<file path="src/rtl/uart_mmio_ctrl.sv">
// Memory-mapped UART responder for the E stage: decodes the 0x8xxx_xxxx I/O window,
// buffers TX/RX bytes in small FIFOs and keeps a free-running cycle counter.
module uart_mmio_ctrl #(
    parameter int TX_DEPTH = 4,
    parameter int RX_DEPTH = 4
) (
    input  logic        clk,
    input  logic        reset,
    input  logic        stall,
    input  logic [5:0]  opcodeE,
    input  logic [31:0] ALUOutE,
    input  logic [31:0] rd2E,
    output logic        UARTCtr,
    output logic [31:0] UARTCtrOut,
    output logic [7:0]  TxData,
    output logic        DataInValid,
    input  logic        DataInReady,
    input  logic [7:0]  UARTDataOut,
    input  logic        DataOutValid,
    output logic        DataOutReady
);

    localparam logic [5:0] OP_LB  = 6'h20;
    localparam logic [5:0] OP_LW  = 6'h23;
    localparam logic [5:0] OP_LBU = 6'h24;
    localparam logic [5:0] OP_SB  = 6'h28;
    localparam logic [5:0] OP_SW  = 6'h2B;

    localparam logic [5:0] REG_TX_STAT = 6'h00;
    localparam logic [5:0] REG_RX_STAT = 6'h01;
    localparam logic [5:0] REG_RX_DATA = 6'h02;
    localparam logic [5:0] REG_TX_DATA = 6'h03;
    localparam logic [5:0] REG_CYCLE   = 6'h04;
    localparam logic [5:0] REG_OVF_CLR = 6'h05;

    localparam int TXW = $clog2(TX_DEPTH);
    localparam int RXW = $clog2(RX_DEPTH);
    localparam int ONE = 1;
    localparam logic [TXW-1:0] TX_PTR_ONE = ONE[TXW-1:0];
    localparam logic [RXW-1:0] RX_PTR_ONE = ONE[RXW-1:0];
    localparam logic [TXW:0]   TX_CNT_ONE = ONE[TXW:0];
    localparam logic [RXW:0]   RX_CNT_ONE = ONE[RXW:0];
    localparam logic [TXW:0]   TX_FULL    = TX_DEPTH[TXW:0];
    localparam logic [RXW:0]   RX_FULL    = RX_DEPTH[RXW:0];

    logic [7:0]     r_txMem [TX_DEPTH];
    logic [TXW-1:0] r_txRd;
    logic [TXW-1:0] r_txWr;
    logic [TXW:0]   r_txCount;
    logic [7:0]     r_rxMem [RX_DEPTH];
    logic [RXW-1:0] r_rxRd;
    logic [RXW-1:0] r_rxWr;
    logic [RXW:0]   r_rxCount;
    logic           r_overflow;
    logic [31:0]    r_cycle;

    logic       w_isLoad;
    logic       w_isStore;
    logic       w_ioHit;
    logic [5:0] w_offset;
    logic       w_txFull;
    logic       w_txEmpty;
    logic       w_rxFull;
    logic       w_rxEmpty;
    logic       w_txPush;
    logic       w_txOverflow;
    logic       w_txPop;
    logic       w_rxPush;
    logic       w_rxPop;
    logic       w_cycleClear;
    logic       w_ovfClear;
    logic [7:0] w_rxHead;
    logic       w_unused;

    // Only the I/O nibble and the word offset take part in decode.
    assign w_unused  = ^{ALUOutE[27:8], ALUOutE[1:0], rd2E[31:8]};
    assign w_isLoad  = (opcodeE == OP_LB) || (opcodeE == OP_LW) || (opcodeE == OP_LBU);
    assign w_isStore = (opcodeE == OP_SB) || (opcodeE == OP_SW);
    assign w_ioHit   = (ALUOutE[31:28] == 4'h8);
    assign w_offset  = ALUOutE[7:2];

    assign w_txFull  = (r_txCount == TX_FULL);
    assign w_txEmpty = (r_txCount == '0);
    assign w_rxFull  = (r_rxCount == RX_FULL);
    assign w_rxEmpty = (r_rxCount == '0);

    assign w_txPush     = w_isStore && w_ioHit && (w_offset == REG_TX_DATA) && !stall && !w_txFull;
    assign w_txOverflow = w_isStore && w_ioHit && (w_offset == REG_TX_DATA) && !stall && w_txFull;
    assign w_txPop      = DataInValid && DataInReady;
    assign w_rxPush     = DataOutValid && !w_rxFull;
    assign w_rxPop      = w_isLoad && w_ioHit && (w_offset == REG_RX_DATA) && !stall && !w_rxEmpty;
    assign w_cycleClear = w_isStore && w_ioHit && (w_offset == REG_CYCLE);
    assign w_ovfClear   = w_isStore && w_ioHit && (w_offset == REG_OVF_CLR);

    assign DataInValid  = !reset && !w_txEmpty;
    assign TxData       = DataInValid ? r_txMem[r_txRd] : 8'h00;
    assign DataOutReady = reset || !w_rxFull;
    assign UARTCtr      = !reset && w_isLoad && w_ioHit;
    assign w_rxHead     = r_rxMem[r_rxRd];

    always_comb begin
        UARTCtrOut = 32'h0;
        if (UARTCtr) begin
            case (w_offset)
                REG_TX_STAT: UARTCtrOut = {31'h0, !w_txFull};
                REG_RX_STAT: UARTCtrOut = {30'h0, r_overflow, !w_rxEmpty};
                REG_RX_DATA: begin
                    if (!w_rxEmpty) begin
                        UARTCtrOut = (opcodeE == OP_LB) ? {{24{w_rxHead[7]}}, w_rxHead}
                                                        : {24'h0, w_rxHead};
                    end
                end
                REG_CYCLE:   UARTCtrOut = r_cycle;
                default:     UARTCtrOut = 32'h0;
            endcase
        end
    end

    always_ff @(posedge clk) begin
        if (reset) begin
            r_txRd     <= '0;
            r_txWr     <= '0;
            r_txCount  <= '0;
            r_rxRd     <= '0;
            r_rxWr     <= '0;
            r_rxCount  <= '0;
            r_overflow <= 1'b0;
            r_cycle    <= 32'h0;
        end else begin
            if (w_txPush) r_txWr <= r_txWr + TX_PTR_ONE;
            if (w_txPop)  r_txRd <= r_txRd + TX_PTR_ONE;
            case ({w_txPush, w_txPop})
                2'b10:   r_txCount <= r_txCount + TX_CNT_ONE;
                2'b01:   r_txCount <= r_txCount - TX_CNT_ONE;
                default: r_txCount <= r_txCount;
            endcase
            if (w_rxPush) r_rxWr <= r_rxWr + RX_PTR_ONE;
            if (w_rxPop)  r_rxRd <= r_rxRd + RX_PTR_ONE;
            case ({w_rxPush, w_rxPop})
                2'b10:   r_rxCount <= r_rxCount + RX_CNT_ONE;
                2'b01:   r_rxCount <= r_rxCount - RX_CNT_ONE;
                default: r_rxCount <= r_rxCount;
            endcase
            if (w_txOverflow)    r_overflow <= 1'b1;
            else if (w_ovfClear) r_overflow <= 1'b0;
            r_cycle <= w_cycleClear ? 32'h0 : r_cycle + 32'd1;
        end
    end

    // Storage needs no reset: the pointers and counts decide what is live.
    always_ff @(posedge clk) begin
        if (w_txPush) r_txMem[r_txWr] <= rd2E[7:0];
        if (w_rxPush) r_rxMem[r_rxWr] <= UARTDataOut;
    end

endmodule
</file>
<file path="config.mk">
export PLATFORM = sky130hd
export DESIGN_NAME = uart_mmio_ctrl
export DESIGN_NICKNAME = d
export VERILOG_FILES = /design/src/rtl/uart_mmio_ctrl.sv
export SDC_FILE = /design/constraint.sdc
export NUM_CORES = 1
export LEC_CHECK = 0
export CAP_MARGIN = 10
export CORE_ASPECT_RATIO = 1.75
export CORE_MARGIN = 5
export CORE_UTILIZATION = 45
export DETAILED_ROUTE_END_ITERATION = 10
export PLACE_DENSITY_LB_ADDON = 0.25
export SYNTH_ARGS = -nofsm -noshare
export SYNTH_HDL_FRONTEND = slang
export SYNTH_SLANG_ARGS = --single-unit
</file>
<file path="constraint.sdc">
create_clock -name clk -period 2.82 [get_ports clk]
set_input_delay 0.564 -clock clk [delete_from_list [all_inputs] [get_ports clk]]
set_output_delay 0.564 -clock clk [all_outputs]
set_load 0.02 [all_outputs]
</file>
==> flow_summary.toml <==
[worst_hold_path]
min_path_type = "reg -> reg"
hold_start = "r_overflow$_SDFFE_PP0P_"

[clock_network]
cts_htree_levels = 4
cts_sinks = 115
clk_latency_ps = 410
path_clk_slew_ps = 50
cts_root_buf = "clkbuf_16"
numCtsBuffers = 17
cts_max_path_buffers = 2
tritoncts = "built"

[placement]
place.gp.congestion = 0.741
placed_cells = 711
port_buffers = 79
post-dp-hpwl_mm = 8.86

[sta]
slew_viol_final = 0
relSlewSlack = 0.583
setup_viol = 32
clock-skew-final_ps = 7.87
tightest_slew_ps = 624
finalHoldViolations = 0
finalSetupTns_ps = -4110
fin_crit_ps = 3020
fmax_ghz = 0.331
post-route-period-util = 1.07
fin_ws_ps = -200
rsz0062_at_grt = "true"

[synth]
yosys-top-cells-area = "edfxtp_1 35%, dfxtp_1 19%, mux4_2 6.6%, a21oi_1 3.6%, nor2_1 2.9%"
synth_top_area_share = 0.353
synth-async-reset-ratio = 0
syn_nets = 569
syn_inst = 473
synth_most_common_cell = "edfxtp_1"
ys_types = 52
yosysWarnings = 0
synth_flop_cell = "edfxtp_1"
syn-cell-area_sq_mm = 0.00544
ys_ff_latch = 115
synth-edff-count = 64
yosysSeqAreaShare = 0.541
yosys.area.top_type = "edfxtp_1"
synth_common_cells = "64 x edfxtp_1, 51 x dfxtp_1, 42 x nor2_1"
synth_area_per_cell_sq_um = 11.5

[cells_and_area]
antenna_cells = 0
final_core_util = 0.663
final_net_count = 708
area_growth_syn_to_layout_pct = 45.5
drive_above_1_share = 0.334
finalNonFillerCells = 762

[global_route]
antenna_found_initial = 0
overflow = 0
grt_usage = 0.194
grt_pass1_vias = 4468
grt_pass1_wl_mm = 21.6
grt_max_degree = 33

[pwr]
power_density_mw_per_mm2 = 553
leakage_nw = 2.81
vdd_drop_max_mv = 0.600

[critical_path]
cp.required_ps = 2260
path_max_fanout = 6
arrival_ps = 2460
crit_start = "opcodeE[4]"
r2r_start = "r_rxCount[1]$_SDFFE_PP0P_"
endpoint_kind = "output pin"
path_class = "in -> out"
worst_setup_path_start_kind = "input pin"

[detailed_routing]
drt_iter0_markers = 225
dr.pass1.iters = 4
routedWlPerCell_um = 17.8
routed-via-count = 4298
drcViolationCount = 0
wl_mm = 13.6
drtAntennaViolNets = 0
vias_per_cell = 5.64

[floorplanning]
die_w_um = 93.1
dieArea_sq_mm = 0.0145
core_sq_mm = 0.0119
io_pins = 126
initial_core_util = 0.456
row_count = 53
die_h_um = 155

[run_status]
violations = "negative setup slack"
status = "finished, violations left"

[job]
maxCapViolCount = 0
[state kept, by name (all words and copies together) (netlist names), named ones only]
register,flops
r_rxWr,2
r_txWr,2
r_cycle,32
r_txMem,32
r_overflow,1
r_rxRd,2
r_txCount,3
r_rxMem,32
r_txRd,2
r_rxCount,3
[power breakdown]
part           internal (mW)  total [mW]  switching, mW
clock network           1.57        2.35          0.777
logic                  0.107       0.208          0.101
registers               1.80        1.82         0.0140
[metrics by stage]
step	hold WS (ps)	cell area, sq um	power [mW]	worst slack (ps)
finish	490	7920	4.38	-200
global route	504	7920	4.51	-253
CTS	474	7830	4.41	-223
detailed placement	463	6810	2.05	-988
global placement	462	6810	2.04	-963
floorplan	437	5520	1.93	-136
[worst max-delay path, stage by stage]
cell and delay (ps):
buf_6 90, or3b_4 410, or4_4 520, nand4bb_4 270
buf_6 180, buf_16 140, a21oi_2 120, buf_4 150
[metal layers]
metal  global-route usage  part of all wire  up-vias
li1                     -                 -     2045
met1                0.187              0.35     2118
met2                0.369              0.58      105
met3               0.0474             0.039       30
met4                0.101             0.036        0
met5                    0                 0        -
[cells by family after synthesis]
kind of cell,synth area share
buffers and inverters,0.0370
adders and majority gates,0.0345
DFF,0.541
xor gates and xnor gates,0.0354
and+or+nand+nor,0.182
AOI/OAI and AO/OA,0.0957
muxes,0.0741
[cells in the final DEF (no fill, tap or decap), drive strengths merged, types with 13 or more instances in the layout]
cell type,instances
buf,107
edfxtp,64
dfxtp,51
a21oi,49
nor2,43
nand2,35
clkdlybuf4s50,25
inv,20
clkbuf,18
mux4,16
xor2,16
or4,16
o31ai,14
and2,13
[worst paths after layout]
check,depth (start not counted),to,slack (ps)
worst max register to register,11,r_rxCount[2]$_SDFFE_PP0P_,50
worst min register to register,2,r_overflow$_SDFFE_PP0P_,490
worst min-delay path,2,r_overflow$_SDFFE_PP0P_,490
worst max-delay path,8,UARTCtrOut[29],-200
[repair_timing]
item | in CTS | in global routing
cloned | 7 | 0
pin swaps | 21 | 11
resized for setup | 266 | 27
buffers inserted | 13 | 2
setup endpoints to repair | 44 | 37
hold buffers | 0 | 0
[final cells by class]
class / instances / area [sq um]
clock buffers: 17 / 425
clock inverters: 15 / 229
fillers: 895 / 4020
inverters: 17 / 63.8
multi-input cells: 316 / 2590
flip-flops and latches: 115 / 2940
well taps: 137 / 171
repair buffers: 145 / 1490
Power figures use the tool's default switching activity.
